`config.mk`:
```
export PLATFORM = sky130hd
export DESIGN_NAME = alu_operand_acc_hold
export DESIGN_NICKNAME = d
export VERILOG_FILES = /design/src/rtl/alu_operand_acc_hold.sv
export SDC_FILE = /design/constraint.sdc
export NUM_CORES = 1
export LEC_CHECK = 0
export ABC_CLOCK_PERIOD_IN_PS = 1700
export CORE_UTILIZATION = 35
export CTS_CLUSTER_SIZE = 16
export DETAILED_ROUTE_END_ITERATION = 16
export PLACE_DENSITY = 0.86
export SLEW_MARGIN = 0
export SYNTH_ARGS = -nofsm -noshare
export SYNTH_HDL_FRONTEND = slang
export SYNTH_SLANG_ARGS = --single-unit
export TNS_END_PERCENT = 1
```
`constraint.sdc`:
```
create_clock -name clk_2 -period 1.7 [get_ports clk_2]
set_input_delay 0.17 -clock clk_2 [delete_from_list [all_inputs] [get_ports clk_2]]
set_output_delay 0.17 -clock clk_2 [all_outputs]
set_load 0.1 [all_outputs]
```
`src/rtl/alu_operand_acc_hold.sv`:
```
// ALU A-input register, adder hold register and accumulator,
// with open-drain drivers onto the ADL, SB and DB buses.
module alu_operand_acc_hold (
    input  logic       clk_2,
    input  logic       RES_N,
    input  logic       zero_add,
    input  logic       sb_add,
    input  logic [7:0] sb_in,
    input  logic [7:0] alu_result_n,
    input  logic       add_adl,
    input  logic       add_sb06,
    input  logic       add_sb7,
    input  logic [7:0] dec_adjust_in,
    input  logic       sb_ac,
    input  logic       ac_db,
    input  logic       ac_sb,
    output logic [7:0] alu_a,
    output logic [7:0] hold_q,
    output logic [7:0] ac_q,
    output logic [7:0] adl_out,
    output logic       adl_oe,
    output logic [7:0] sb_out,
    output logic [7:0] sb_oe,
    output logic [7:0] db_out,
    output logic       db_oe
);

    logic [7:0] a_q, a_d;
    logic [7:0] add_q, add_d;
    logic [7:0] acc_q, acc_d;
    logic [7:0] hold_sb_en;
    logic [7:0] sb_hold_drv;
    logic [7:0] sb_ac_drv;

    always_comb begin
        a_d = a_q;
        if (zero_add) begin
            a_d = 8'h00;
        end else if (sb_add) begin
            a_d = sb_in;
        end
    end

    // ALU result arrives inverted; the hold register stores true polarity
    assign add_d = ~alu_result_n;

    assign acc_d = sb_ac ? dec_adjust_in : acc_q;

    always_ff @(posedge clk_2 or negedge RES_N) begin
        if (!RES_N) begin
            a_q   <= 8'h00;
            add_q <= 8'h00;
            acc_q <= 8'h00;
        end else begin
            a_q   <= a_d;
            add_q <= add_d;
            acc_q <= acc_d;
        end
    end

    assign alu_a  = a_q;
    assign hold_q = add_q;
    assign ac_q   = acc_q;

    assign adl_oe  = add_adl;
    assign adl_out = add_adl ? add_q : 8'hFF;

    assign db_oe  = ac_db;
    assign db_out = ac_db ? acc_q : 8'hFF;

    // Precharged SB: an undriven bit reads 1, multiple drivers wire-AND
    assign hold_sb_en  = {add_sb7, {7{add_sb06}}};
    assign sb_hold_drv = add_q | ~hold_sb_en;
    assign sb_ac_drv   = ac_sb ? acc_q : 8'hFF;
    assign sb_out      = sb_hold_drv & sb_ac_drv;
    assign sb_oe       = hold_sb_en | {8{ac_sb}};

endmodule

```
==> metrics <==
status=completed; clk sinks=24; PortBufs=91; die height=58.8 µm; met3 Use GR=6.59%; Data arrival, critical path=1.39 ns; Worst Setup SP=add_adl; CTS tree=built; antenna viol nets, final=0; Top delay family on crit path=buffers and inverters; root buf cell=clkbuf_4; cell taking the most area after synthesis=dfrtp_1; DR vias=1,223; Post-Layout Inst Area=0.00265 mm²; sequential fraction of the synthesis area=53.1%; Leak Pwr=1.25 nW; post-synth cell types=16; Worst-Margin Slew=0.478 ns; drt first-iter violations=72; Hold Path Class=in2async; fmax=641 MHz; most frequent cells in the layout=buf_12 (50), clkdlybuf4s50_1 (33), nand2_1 (22); Post-Syn Instances=121; RSZ-0062 raised after global routing=no; most crowded layer after global routing=met2; Critical Path Start Type=input port; Req. time, crit path=1.53 ns; Reg clk slew, reported paths=0.14 ns; post-CTS setup buffers=0; M1 GR Usage=40.3%; CP Class=in2out; final worst slack=0.140 ns; worst reg2reg path startpoint=ac_q[2]$_DFFE_PN0P_; Synth top area share=53.1%; relative slew slack=68.0%; met2 global-route usage=54.7%; Residual DRC=0; clock buffer depth=2; Die X-Extent=58.8 µm; Clock Latency Late Sink=0.32 ns; DRT Wirelength=5200 µm; CTS buffer count=3; Max VDD drop=984 µV; Period Utilization, post-route=91.8%; Post-Syn Area=0.00113 mm²; largest cells by area after synthesis=dfrtp_1 (53%), inv_1 (8.0%), nand2_1 (7.3%); IO Count=92; nets=240; crit path cell chain=clkdlybuf4s50_1, nand2_1, buf_12; Place WS=0.173 ns; worst-path maximum fanout=9; final core utilization=86.6%; min cycle time layout=1.56 ns; slowest cell on the critical path=clkdlybuf4s50_1; area grow syn2layout=134%; #FFs+latches synth=24; first-pass GRT wire length=7750 µm; drt pass-1 iters=4; share of post-route cells with drive strength above 1=51.2%; Slew Viols, Final=0; ANT cells=0; post_cts resized=0; placed cells=245; initial antenna violation count=0; global router's overall resource usage=32.2%; commonest non-fill, non-tap cell in the layout=buf_12; Final setup viols=0; syn nets=155; FP Rows=20; Cell Pwr Density=913 mW/mm²; largest net degree at the start of global routing=25; Core ar.=0.00305 mm²; Fin. Hold Viols=0; Starting Density=37.0%; crit end category=output pin; YS warnings=0; WP buf/inv=2; HPWL after DPL=4190 µm; CP peak stage delay=0.76 ns; dpl cell area=0.00259 mm²; Max-Cap Viols=0; gpl congestion=0.883; Wirelength per Cell=20.9 µm; syn avg cell area=9.35 µm²; total grt overflow=0; Hold Buf Count CTS=0; vias in the first global route=1,224; Non-Filler Instances=249; die area=0.00346 mm²; H-tree depth=1; Clock Skews=0 ns; vias per cell=4.91
[registers in the layout, indices dropped and copies added (netlist names)]
signal and cells:
hold_q 8, alu_a 8, ac_q 8
[cell usage after synthesis, drive strengths merged]
cell	instances
buf	15
inv	24
a22oi	8
o21ai	8
dfrtp	24
nand2	24
or2	2
mux2i	8
nor2	8
[worst register-to-register path, cell delays in order, from the launching register on]
cell and delay [ns]:
dfrtp_4 0.52, inv_1 0.14, o21ai_0 0.16
[worst paths after layout]
kind,end,slack (ns),depth (start not counted)
max in group asynchronous,hold_q[3]$_DFF_PN0_,1.21,2
max reg2reg,ac_q[2]$_DFFE_PN0P_,0.75,2
min,hold_q[2]$_DFF_PN0_,0.22,2
min in group clk_2,hold_q[2]$_DFF_PN0_,0.31,2
min reg2reg,alu_a[3]$_DFFE_PN0P_,0.57,2
max,adl_out[7],0.14,3
[routing by layer]
layer / wire length, µm / part of all wire [%] / vias to the layer above
li1: - / - / 529
met1: 1970 / 38 / 614
met2: 2710 / 52 / 64
met3: 346 / 6.7 / 16
met4: 175 / 3.4 / 0
met5: 0 / 0 / -
[kinds of logic (layout without fill, tap and decap cells)]
kind of cell,Yosys count,after routing,share of synthesized area (%)
AOI/OAI and AO/OA,16,16,9.51
buffers and inverters,39,123,18.1
and+or+nand+nor,34,34,12.2
muxes,8,8,7.08
DFF,24,24,53.1
[per-stage QoR]
stage / hold WS, ns / power, mW / TNS, ns
2_1_floorplan: -0.126 / 1.48 / -0.590
3_3_place_gp: 0.507 / 1.97 / 0
3_5_place_dp: 0.524 / 2.01 / 0
4_1_cts: 0.221 / 2.42 / 0
5_1_grt: 0.224 / 2.47 / 0
6_report: 0.224 / 2.41 / 0
[power breakdown]
part           total (mW)  internal, mW  switching, mW
combinational        1.33         0.437          0.894
clock               0.415         0.238          0.177
sequential          0.667         0.626         0.0419
total                2.41          1.30           1.11
[final cells by class]
type	count	area [µm²]
clock buffer	3	22.5
clock inverter	1	30.0
fill	135	408
inverter	24	90.1
multi-input combinational	58	365
sequential	24	661
tap	44	55.1
timing repair buffer	95	1420
(Power assumes the default switching activity.)
